**src/rtl/sap_pkg.sv**
```systemverilog
// sap_pkg -- shared definitions for the SAP-style controller/sequencer.
//   * tstate_e    : T-state encoding (T1..T6, 0 = HALT), matches the tstate port
//   * OP_*        : opcode constants for IR[7:4]
//   * ctrl_t      : control word driven by the sequencer
//   * decode_ctrl : maps (state, IR, PC, active) to a control word
// Optional feature macro: CTRL_JMP_EN (adds JMP = 0011).
package sap_pkg;

    typedef enum logic [2:0] {
        T_HALT = 3'd0,
        T1     = 3'd1,
        T2     = 3'd2,
        T3     = 3'd3,
        T4     = 3'd4,
        T5     = 3'd5,
        T6     = 3'd6
    } tstate_e;

    localparam logic [3:0] OP_LDA = 4'h0;
    localparam logic [3:0] OP_ADD = 4'h1;
    localparam logic [3:0] OP_SUB = 4'h2;
    localparam logic [3:0] OP_JMP = 4'h3;
    localparam logic [3:0] OP_OUT = 4'hE;
    localparam logic [3:0] OP_HLT = 4'hF;

    typedef struct packed {
        logic [7:0] bus_out;
        logic       bus_drive;
        logic       reg_a_load_n;
        logic       reg_a_bus_enable_n;
        logic       reg_b_load_n;
        logic       out_load_n;
        logic       alu_enable;
        logic       alu_subtract;
        logic       ram_output_enable;
        logic       ram_load_mar_reg;
    } ctrl_t;

    localparam ctrl_t CTRL_IDLE = '{
        bus_out:            8'h00,
        bus_drive:          1'b0,
        reg_a_load_n:       1'b1,
        reg_a_bus_enable_n: 1'b1,
        reg_b_load_n:       1'b1,
        out_load_n:         1'b1,
        alu_enable:         1'b0,
        alu_subtract:       1'b0,
        ram_output_enable:  1'b0,
        ram_load_mar_reg:   1'b0
    };

    // act = 0 marks a paused cycle: the state is held and nothing is driven.
    function automatic ctrl_t decode_ctrl(input tstate_e st, input logic [7:0] ir,
                                          input logic [7:0] pc, input logic act);
        ctrl_t      c;
        logic [3:0] op;
        logic       alu_op;
        logic       mem_op;
        c      = CTRL_IDLE;
        op     = ir[7:4];
        alu_op = (op == OP_ADD) || (op == OP_SUB);
        mem_op = alu_op || (op == OP_LDA);
        if (act) begin
            case (st)
                T1: begin
                    c.bus_out          = pc;
                    c.bus_drive        = 1'b1;
                    c.ram_load_mar_reg = 1'b1;
                end
                T3: c.ram_output_enable = 1'b1;
                T4: begin
                    if (mem_op) begin
                        c.bus_out          = {4'h0, ir[3:0]};
                        c.bus_drive        = 1'b1;
                        c.ram_load_mar_reg = 1'b1;
                    end else if (op == OP_OUT) begin
                        c.reg_a_bus_enable_n = 1'b0;
                        c.out_load_n         = 1'b0;
                    end
`ifdef CTRL_JMP_EN
                    else if (op == OP_JMP) begin
                        c.bus_out   = {4'h0, ir[3:0]};
                        c.bus_drive = 1'b1;
                    end
`endif
                end
                T5: begin
                    if (op == OP_LDA) begin
                        c.ram_output_enable = 1'b1;
                        c.reg_a_load_n      = 1'b0;
                    end else if (alu_op) begin
                        c.ram_output_enable = 1'b1;
                        c.reg_b_load_n      = 1'b0;
                        c.alu_subtract      = (op == OP_SUB);
                    end
                end
                T6: begin
                    if (alu_op) begin
                        c.alu_enable   = 1'b1;
                        c.reg_a_load_n = 1'b0;
                        c.alu_subtract = (op == OP_SUB);
                    end
                end
                default: ;
            endcase
        end
        return c;
    endfunction

endpackage

```
**src/rtl/program_counter.sv**
```systemverilog
// program_counter -- PC register with synchronous clear, increment (wraps
// modulo 2^PC_WIDTH) and, with CTRL_JMP_EN defined, parallel load.
// Ports:
//   clk_i, rst_ni      : clock, synchronous active-low clear
//   inc_i              : increment at the next edge
//   load_i, load_val_i : load value (CTRL_JMP_EN builds only; load wins over inc)
//   pc_next_o          : value the PC takes at the next edge
// Optional feature macro: CTRL_JMP_EN.
module program_counter #(
    parameter int PC_WIDTH = 4
) (
    input  logic                clk_i,
    input  logic                rst_ni,
    input  logic                inc_i,
`ifdef CTRL_JMP_EN
    input  logic                load_i,
    input  logic [PC_WIDTH-1:0] load_val_i,
`endif
    output logic [PC_WIDTH-1:0] pc_next_o
);

    logic [PC_WIDTH-1:0] pc_q, pc_d;

    always_comb begin
        pc_d = pc_q;
`ifdef CTRL_JMP_EN
        if (load_i)
            pc_d = load_val_i;
        else
`endif
        if (inc_i)
            pc_d = pc_q + PC_WIDTH'(1);
    end

    always_ff @(posedge clk_i) begin
        if (!rst_ni) pc_q <= '0;
        else         pc_q <= pc_d;
    end

    // The sequencer registers its control word from next-state values,
    // so it needs the PC as it will be after this edge.
    assign pc_next_o = pc_d;

endmodule

```
**src/rtl/controller_sequencer.sv**
```systemverilog
// controller_sequencer -- SAP-style T1..T6 ring sequencer with instruction
// register and opcode decode. All outputs come straight from registers.
// Ports:
//   clk, reset_n (sync, active-low), run (1 = advance)
//   bus_in             : shared bus, sampled into IR at the end of T3
//   bus_out, bus_drive : value this block drives (PC in T1, operand in T4)
//   reg_a_load_n, reg_a_bus_enable_n, reg_b_load_n, out_load_n : active-low
//   alu_enable, alu_subtract, ram_output_enable, ram_load_mar_reg : active-high
//   halted, tstate     : status / debug
// Optional feature macro: CTRL_JMP_EN (JMP opcode 0011 loads PC in T4).
module controller_sequencer
    import sap_pkg::*;
#(
    parameter int PC_WIDTH = 4
) (
    input  logic       clk,
    input  logic       reset_n,
    input  logic       run,
    input  logic [7:0] bus_in,
    output logic [7:0] bus_out,
    output logic       bus_drive,
    output logic       reg_a_load_n,
    output logic       reg_a_bus_enable_n,
    output logic       reg_b_load_n,
    output logic       out_load_n,
    output logic       alu_enable,
    output logic       alu_subtract,
    output logic       ram_output_enable,
    output logic       ram_load_mar_reg,
    output logic       halted,
    output logic [2:0] tstate
);

    tstate_e             st_q, st_d;
    logic [7:0]          ir_q, ir_d;
    logic                act_q, act_d;      // current cycle is a live (non-paused) cycle
    logic                halted_q, halted_d;
    ctrl_t               ctrl_q, ctrl_d;
    logic                pc_inc;
    logic [PC_WIDTH-1:0] pc_next;
`ifdef CTRL_JMP_EN
    logic                pc_load;
`endif

    program_counter #(.PC_WIDTH(PC_WIDTH)) u_pc (
        .clk_i      (clk),
        .rst_ni     (reset_n),
        .inc_i      (pc_inc),
`ifdef CTRL_JMP_EN
        .load_i     (pc_load),
        .load_val_i (PC_WIDTH'(ir_q[3:0])),
`endif
        .pc_next_o  (pc_next)
    );

    // run is captured into act_q, and a state only advances after one live
    // cycle in it. A state entered while run=0 is held with outputs idle,
    // and once run returns it still gets its full live cycle (e.g. RAM is
    // enabled for a whole cycle before IR samples the bus).
    always_comb begin
        st_d   = st_q;
        ir_d   = ir_q;
        act_d  = run;
        pc_inc = 1'b0;
`ifdef CTRL_JMP_EN
        pc_load = 1'b0;
`endif
        if (act_q) begin
            case (st_q)
                T1: st_d = T2;
                T2: begin
                    pc_inc = 1'b1;
                    st_d   = T3;
                end
                T3: begin
                    ir_d = bus_in;
                    st_d = (bus_in[7:4] == OP_HLT) ? T_HALT : T4;
                end
                T4: begin
`ifdef CTRL_JMP_EN
                    pc_load = (ir_q[7:4] == OP_JMP);
`endif
                    st_d = T5;
                end
                T5: st_d = T6;
                T6: st_d = T1;
                default: st_d = st_q;   // HALT is left only through reset
            endcase
        end
        halted_d = (st_d == T_HALT);
        ctrl_d   = decode_ctrl(st_d, ir_d, 8'(pc_next), act_d);
    end

    always_ff @(posedge clk) begin
        if (!reset_n) begin
            st_q     <= T1;
            ir_q     <= 8'h00;
            act_q    <= 1'b0;
            halted_q <= 1'b0;
            ctrl_q   <= CTRL_IDLE;
        end else begin
            st_q     <= st_d;
            ir_q     <= ir_d;
            act_q    <= act_d;
            halted_q <= halted_d;
            ctrl_q   <= ctrl_d;
        end
    end

    assign bus_out            = ctrl_q.bus_out;
    assign bus_drive          = ctrl_q.bus_drive;
    assign reg_a_load_n       = ctrl_q.reg_a_load_n;
    assign reg_a_bus_enable_n = ctrl_q.reg_a_bus_enable_n;
    assign reg_b_load_n       = ctrl_q.reg_b_load_n;
    assign out_load_n         = ctrl_q.out_load_n;
    assign alu_enable         = ctrl_q.alu_enable;
    assign alu_subtract       = ctrl_q.alu_subtract;
    assign ram_output_enable  = ctrl_q.ram_output_enable;
    assign ram_load_mar_reg   = ctrl_q.ram_load_mar_reg;
    assign halted             = halted_q;
    assign tstate             = st_q;

endmodule

```
**config.mk**
```make
export PLATFORM = sky130hd
export DESIGN_NAME = controller_sequencer
export DESIGN_NICKNAME = d
export VERILOG_FILES = /design/src/rtl/sap_pkg.sv /design/src/rtl/program_counter.sv /design/src/rtl/controller_sequencer.sv
export SDC_FILE = /design/constraint.sdc
export NUM_CORES = 1
export LEC_CHECK = 0
export CELL_PAD_IN_SITES_DETAIL_PLACEMENT = 1
export CELL_PAD_IN_SITES_GLOBAL_PLACEMENT = 1
export CORE_AREA = 2 2 62 64
export CTS_CLUSTER_DIAMETER = 120
export DETAILED_ROUTE_END_ITERATION = 8
export DIE_AREA = 0 0 64 66
export PLACE_DENSITY_LB_ADDON = 0.1
export SETUP_SLACK_MARGIN = 0.1
export SLEW_MARGIN = 20
export SYNTH_ARGS = -nofsm -noshare
export SYNTH_HDL_FRONTEND = slang
export SYNTH_SLANG_ARGS = --single-unit
```
**constraint.sdc**
```tcl
create_clock -name clk -period 2.2 [get_ports clk]
set_clock_uncertainty 0.1 [all_clocks]
set_input_delay 0.66 -clock clk [delete_from_list [all_inputs] [get_ports clk]]
set_output_delay 0.66 -clock clk [all_outputs]
set_load 0.01 [all_outputs]
```
==> run metrics, run 1 <==
post-route cell area=1730 um2; Syn Std Cell Area=1338 um2; cell accounting for the most synthesized area=dfxtp_1; Worst Hold Launch=ir_q[7]; ranking of synthesized cells by area=dfxtp_1 42%, nor2b_1 5.6%, buf_4 3.9%; Tot Pwr=951.7 uW; initial core utilization=37.67%; critical path class=reg -> out; RSZ-0062 raised after global routing=yes; postcts setup bufs=0; Residual DRC=0; Hold Crit Endpoint=ir_q[7]; worst setup margin=0.1615 ns; per-cell routed wire length=14.76 um; most common cell in the synthesized netlist=dfxtp_1; final hold slack=0.4372 ns; max-slew violations=0; die width=64 um; # diodes=0; Clock Latency Late Sink=0.33 ns; CP bufs+invs=1; fraction of layout cells with a size suffix above 1=13.66%; HPWL Detailed=2591 um; post-route ant nets=0; core area=3551 um2; unique cell type count in the Yosys netlist=38; global route overflow=0; floorplan row count=22; most frequent cells after synthesis=28 x dfxtp_1, 14 x nand2_1, 12 x nor2b_1; nets@finish=196; Avg Synthesized Cell Area=8.858 um2; hold path cells=2; post-synthesis async set-or-reset flop share=0%; Final setup viols=0; Crit Reg-Reg Endpoint=alu_enable; vias in the first global route=1251; WP data required=1.44 ns; Die Ht=66 um; CP endpoint kind=output pin; worst path cell trace=clkdlybuf4s50_1; status=finished clean; initial antenna violation count=0; DR pass1 iterations=4; global-route wire length before repair=5789 um; Crit path largest cell delay=0.54 ns; Fin. Hold Viols=0; Max-Cap Viols=0; Ys Warns=0; area of the multi-input gates=696.9 um2; FF-to-FF path depth=4; Hold Crit Class=reg -> reg; num ports=32; Final GP Congestion=0.8117; gr usage total=17.87%; Leak Pwr=0.6273 nW; power per standard cell area=550.0 nW/um2; CTS Buf Count=3; FILL cells=421; final period utilization=92.66%; Max Root-Sink Buffers=2; Mapped Cells=151; CP delay by family, top=buffers and inverters; flops & latches, synth=28; Die ar.=4224 um2; Peak VDD IR=0.3029 mV; largest net degree at the start of global routing=17; EDFF count, synth=0; TritonCTS clock tree=yes; Seq/Total Area, Yosys=41.91%; Avg Vias per Cell=5.022; clk root buf=clkbuf_4; # port buffers=27; Critical Path AT=1.28 ns; minimum clock period after layout=2.038 ns; pre-CTS WS=-0.04371 ns; DRT iter0 DRCs=31; Area Overhead vs Synth=29.37%; Main synth FF type=dfxtp_1; via count=1160; register area=569.3 um2; FMAX=490.6 MHz; worst r2r src=act_q; Routed WL=3409 um; crit path max fanout=8; htree depth=1; Critical Path Start Type=flop; placed instance area=1685 um2; share of the synthesized area in the top cell type=41.91%; Reg clk slew, reported paths=0.15 ns; R2R Setup Slk=0.29 ns; setup TNS=0 ns; TritonCTS Sinks=28; slowest stage cell, crit path=clkdlybuf4s50_1
==> worst min-delay path, stage by stage (launching register included) <==
cell	delay (ns)
dfxtp_1	0.38
nand2_1	0.06
a21boi_0	0.07
==> worst max-delay path by stage <==
stage / from / endpoint / slack [ns] / cells after the start
floorplan: bus_in[7] / alu_enable / 0.56 / 3
CTS: tstate[2] / tstate[2] / 0.12 / 1
finish: tstate[2] / tstate[2] / 0.16 / 1
global route: tstate[2] / tstate[2] / 0.09 / 1
global placement: bus_in[4] / alu_enable / -0.01 / 5
detailed placement: bus_in[4] / reg_b_load_n / -0.04 / 5
==> state kept, by name, summed over array words and instances (netlist names) <==
signal / flops
act_q: 1
out_load_n: 1
halted: 1
bus_drive: 1
reg_b_load_n: 1
ir_q: 8
ram_output_enable: 1
bus_out: 4
reg_a_load_n: 1
alu_enable: 1
u_pc.pc_q: 4
tstate: 3
alu_subtract: 1
==> where the power goes <==
group | switching (mW) | internal, mW
Combinational | 0.0786 | 0.0818
Sequential | 0.0148 | 0.519
Clock | 0.156 | 0.101
Total | 0.249 | 0.703
==> kinds of logic after synthesis <==
logic type	synth area share, %
compound gates	16.00
xor+xnor	4.584
fa+ha+maj	0.9353
buf+inv	6.829
flops	41.91
mux	4.584
other cells	0.2804
simple gates	24.88
==> final cells by class <==
cell class,instances,area share [%]
clock buffers,4,2.097
inverters,2,0.4338
multi-input cells,110,40.27
flip-flops and latches,28,32.90
well taps,48,3.471
repair buffers,39,20.82
==> routing by layer <==
layer / global-route usage, % / share of wire [%] / wire length, um
met5: 0 / 0 / 0
met1: 20.15 / 44 / 1504
met4: 8.696 / 1.7 / 58
met3: 2.215 / 2.8 / 94
met2: 33.07 / 51 / 1752
==> stage by stage <==
| step | instances | utilization [%] |
|---|---|---|
| after floorplan | 154 | - |
| after global placement | 227 | 47.46 |
| after detailed placement | 227 | 47.46 |
| after CTS | 231 | 48.59 |
| after global routing | 231 | 48.73 |
| final | 231 | 48.73 |
==> what timing repair did <==
item	in CTS	in global routing
endpoints found under the setup margin	3	2
gates cloned	0	0
resized for setup	3	2
hold buffers	0	0
endpoints found under the hold margin	0	0
==> placed cells by master, fill, tap and decap left out, types with 2 or more instances in the layout <==
| cell | n |
|---|---|
| nor2_1 | 7 |
| dfxtp_1 | 25 |
| nor3b_1 | 2 |
| or2_2 | 2 |
| nand2_1 | 14 |
| a21oi_1 | 7 |
| o21ai_0 | 7 |
| a211o_1 | 2 |
| xor2_1 | 3 |
| mux2i_1 | 5 |
| o31ai_1 | 2 |
| dfxtp_4 | 2 |
| nor2b_1 | 12 |
| o22ai_1 | 4 |
| inv_1 | 2 |
| nand3_1 | 8 |
| and3_1 | 3 |
| clkbuf_4 | 3 |
| nor3_1 | 4 |
| nand4_1 | 2 |
| clkdlybuf4s50_1 | 27 |
| xnor2_1 | 4 |
| conb_1 | 4 |
| buf_4 | 12 |
| a21boi_0 | 4 |
Note: power is estimated with default switching activity, not from simulation.
==> inputs of run 2 (changes only) <==
- GPL_ROUTABILITY_DRIVEN: unset -> 1
- SETUP_SLACK_MARGIN: 0.1 -> unset
==> run 2 against run 1 <==
- sequential share of layout area down 0.24 points
- via count is 0.78% higher
- utilization decreased by 0.18 points
- hold slack worse by 0.0027 ns
- maximum frequency is 2.2% lower
- combinational power hardly changed
- register-to-register slack about the same
- largest cell class unchanged
- sequential power is essentially flat
- total power hardly changed
- clock power is essentially flat
- setup slack worse by 0.045 ns
- critical path depth did not move
==> run metrics, run 2 (synthesis results as in run 1) <==
TritonCTS clock tree=yes; RSZ-0062 raised after global routing=no; status=finished clean; Leak Pwr=0.6262 nW; Crit path largest cell delay=0.57 ns; WP data required=1.44 ns; Peak VDD IR=0.3027 mV; CP delay by family, top=buffers and inverters; power per standard cell area=551.9 nW/um2; Post-Place Cells=227; Reg clk slew, reported paths=0.15 ns; FMAX=480.0 MHz; Fin. Hold Viols=0; Final setup viols=0; hold_buf cts=0; die width=64 um; vias in the first global route=1252; setup TNS=0 ns; HPWL Detailed=2591 um; FILL cells=421; nets@finish=196; Max Root-Sink Buffers=2; gr usage total=17.83%; floorplan row count=22; Final GP Congestion=0.8117; worst path cell trace=clkdlybuf4s50_1; Critical Path Start Type=flop; slowest stage cell, crit path=clkdlybuf4s50_1; area of the multi-input gates=696.9 um2; CP bufs+invs=1; R2R Setup Slk=0.30 ns; per-cell routed wire length=14.71 um; DR pass1 iterations=4; Avg Vias per Cell=5.061; Area Overhead vs Synth=28.91%; initial antenna violation count=0; commonest non-fill, non-tap cell in the layout=clkdlybuf4s50_1; htree depth=1; non-filler cells, final=231; Die ar.=4224 um2; Residual DRC=0; hold path cells=2; global route overflow=0; core area=3551 um2; clk root buf=clkbuf_4; Routed WL=3399 um; worst setup margin=0.1165 ns; # port buffers=27; critical path class=reg -> out; pre-CTS WS=-0.04371 ns; minimum clock period after layout=2.084 ns; Hold Crit Class=reg -> reg; FF-to-FF path depth=4; global-route wire length before repair=5782 um; register area=563.0 um2; DRT iter0 DRCs=32; TritonCTS Sinks=28; Reg with most FFs=ir_q; Clock Latency Late Sink=0.33 ns; crit path max fanout=4; Crit Reg-Reg Endpoint=alu_enable; CP endpoint kind=output pin; Max-Cap Viols=0; post-route ant nets=0; Worst Hold Launch=ir_q[7]; max reg flops=8; Die Ht=66 um; largest net degree at the start of global routing=17; via count=1169; Critical Path AT=1.32 ns; worst r2r src=act_q; CTS Buf Count=3; final period utilization=94.71%; num ports=32; # diodes=0; Hold Crit Endpoint=ir_q[7]; max-slew violations=0; initial core utilization=37.67%; fraction of layout cells with a size suffix above 1=13.11%; most frequent cells in the layout=27 x clkdlybuf4s50_1, 26 x dfxtp_1, 14 x nand2_1
## run 2: cell counts in the layout (fill, tap and decap cells not counted)
No cell type changed its count.
## run 2: metal layers
metal  track usage (%)  up-vias  wire, um
met1             20.04      554      1493
li1                  -      585         -
met5                 0        -         0
met2             33.07       24      1745
met4             8.696        0        58
met3             2.215        6       101
## run 2: through the flow
stage                     util, %  hold WS (ns)  total power [mW]  area (um2)
after floorplan                 -        0.3783            0.6361        1349
after global placement      47.46        0.4001            0.7008        1685
after detailed placement    47.46        0.4128            0.7059        1685
after CTS                   48.48        0.4385            0.9611        1722
after global routing        48.56        0.4795             1.007        1724
final                       48.56        0.4345            0.9515        1724
## run 2: final cells by class
class,count,share of cell area (%)
timing repair buffer,39,20.90
tap,48,3.483
sequential,28,32.66
clock buffer,4,2.105
inverter,2,0.4354
multi-input combinational,110,40.42
## run 2: power breakdown
| group | total [mW] | switching [mW] | leakage [nW] | internal (mW) |
|---|---|---|---|---|
| clock network | 0.257 | 0.155 | 0.0210 | 0.101 |
| registers | 0.535 | 0.0148 | 0.227 | 0.520 |
| logic | 0.160 | 0.0784 | 0.378 | 0.0817 |
## run 2: worst max path at each step
stage              start  cells past startpoint            to  slack [ns]
2_1_floorplan  bus_in[7]                      3    alu_enable        0.56
3_3_place_gp   bus_in[4]                      5    alu_enable       -0.01
3_5_place_dp   bus_in[4]                      5  reg_b_load_n       -0.04
4_1_cts        tstate[2]                      1     tstate[2]        0.02
5_1_grt        tstate[1]                      1     tstate[1]        0.04
6_report       tstate[1]                      1     tstate[1]        0.12
## run 2: repair_timing
action	in CTS	in global routing
setup buffers	0	0
setup endpoints to repair	0	2
resized for setup	0	2
endpoints found under the hold margin	0	0
==> inputs of run 3 (changes only) <==
- GPL_TIMING_DRIVEN: unset -> 0
- SKIP_CTS_REPAIR_TIMING: unset -> 1
==> run 3 against run 2 <==
- routed wire length is 0.59% lower
- sequential share of layout area is 0.24 points lower
- design area is 0.51% higher
- first-iteration DRC count is 38% higher
- register-to-register slack better by 0.08 ns
- via count is 1.4% higher
- maximum frequency is 0.36% lower
- global-route usage is 0.20 points lower
- die area stayed put
- hold slack better by 0.0081 ns
- cell count is 0.87% higher
- clock-buffer cell count is 1 lower
==> run metrics, run 3 (synthesis results as in run 1) <==
status=finished clean; fraction of layout cells with a size suffix above 1=11.89%; Residual DRC=0; Area Overhead vs Synth=29.56%; die width=64 um; Final setup viols=0; CP endpoint kind=output pin; Sw Share=23.99%; combinational power share=15.9%; floorplan row count=22; non-filler cells, final=233; Max-Cap Viols=0; max-slew violations=0; clk root buf=clkbuf_4; Die Ht=66 um; gr usage total=17.63%; Hold Crit Class=reg -> reg; slowest stage cell, crit path=clkdlybuf4s50_1; Internal Power=783.3 uW; core area=3551 um2; worst setup margin=0.1090 ns; Max Root-Sink Buffers=2; pre-CTS WS=-0.2104 ns; via count=1185; global-route wire length before repair=5851 um; htree depth=1; CP bufs+invs=1; max reg flops=8; crit path max fanout=8; most frequent cells in the layout=27 x dfxtp_1, 27 x clkdlybuf4s50_1, 14 x nand2_1; largest net degree at the start of global routing=17; clock network power share=32.8%; Critical Path AT=1.33 ns; initial antenna violation count=0; worst r2r src=tstate[0]; Clock Latency Late Sink=0.33 ns; TritonCTS Sinks=28; critical path class=reg -> out; FMAX=478.2 MHz; TritonCTS clock tree=yes; Reg clk slew, reported paths=0.15 ns; Die ar.=4224 um2; # port buffers=27; HPWL Detailed=2581 um; Setup crit start=tstate[1]; Critical Path Start Type=flop; RSZ-0062 raised after global routing=no; Layout Utilization=48.80%; num ports=32; Routed WL=3379 um; Avg Vias per Cell=5.086; Final GP Congestion=0.8082; nets@finish=198; power per standard cell area=594.7 nW/um2; Leak Pwr=0.6343 nW; Fin. Hold Viols=0; DR pass1 iterations=4; setup TNS=0 ns; Post-Place Cells=229; Reg with most FFs=ir_q; # diodes=0; vias in the first global route=1252; Tot Pwr=1.031 mW; post-route ant nets=0; final period utilization=95.04%; Crit path largest cell delay=0.56 ns; per-cell routed wire length=14.50 um; CP delay by family, top=buffers and inverters; Sequential Power Share=51.3%; DRT iter0 DRCs=44; CTS Buf Count=3; worst path cell trace=clkdlybuf4s50_1; Peak VDD IR=0.4835 mV; Sw Pwr=247.2 uW; Worst Hold Launch=ir_q[7]; initial core utilization=37.67%; WP data required=1.44 ns; global route overflow=0; minimum clock period after layout=2.091 ns
==> run 3: changes by cell type in the layout (fill, tap and decap cells not counted), sizes merged <==
cell / delta
buf: -1
bufinv: +1
clkbuf: +2
==> run 3: worst register-to-register path, cell delays in order, from the launching register on <==
cell	delay, ns
dfxtp_1	0.35
buf_2	0.20
clkbuf_1	0.38
nor3_1	0.09
o21ai_0	0.42
o22ai_1	0.17
==> run 3: per-stage QoR <==
step | instance area, um2 | hold slack, ns
global route | 1733 | 0.4727
detailed placement | 1679 | 0.4158
CTS | 1732 | 0.4432
finish | 1733 | 0.4426
global placement | 1679 | 0.3965
floorplan | 1349 | 0.3783
==> run 3: power groups by stage <==
stage,combinational (mW),sequential (mW),clock [mW]
2_1_floorplan,0.0944,0.542,0
3_3_place_gp,0.159,0.538,0
3_5_place_dp,0.163,0.539,0
4_1_cts,0.164,0.529,0.351
5_1_grt,0.182,0.531,0.367
6_report,0.164,0.529,0.338
==> run 3: layer usage <==
| metal | routed length [um] | GRT usage, % |
|---|---|---|
| met5 | 0 | 0 |
| met4 | 33 | 3.261 |
| met2 | 1746 | 33.59 |
| met1 | 1492 | 20.40 |
| met3 | 107 | 3.407 |
==> run 3: area by class of cell <==
type | instances | area, um2
inverters | 2 | 7.507
fillers | 427 | 1818
well taps | 48 | 60.06
clock inverters | 1 | 30.03
plain buffers | 14 | 83.83
flip-flops and latches | 28 | 561.8
multi-input cells | 110 | 696.9
repair buffers | 27 | 270.3
clock buffers | 3 | 22.52
==> run 3: worst paths after layout <==
path	endpoint	slack, ns	cells past startpoint
max	tstate[1]	0.11	1
min	ir_q[7]	0.44	2
max reg2reg	bus_out[1]	0.38	5
min reg2reg	ir_q[7]	0.44	2
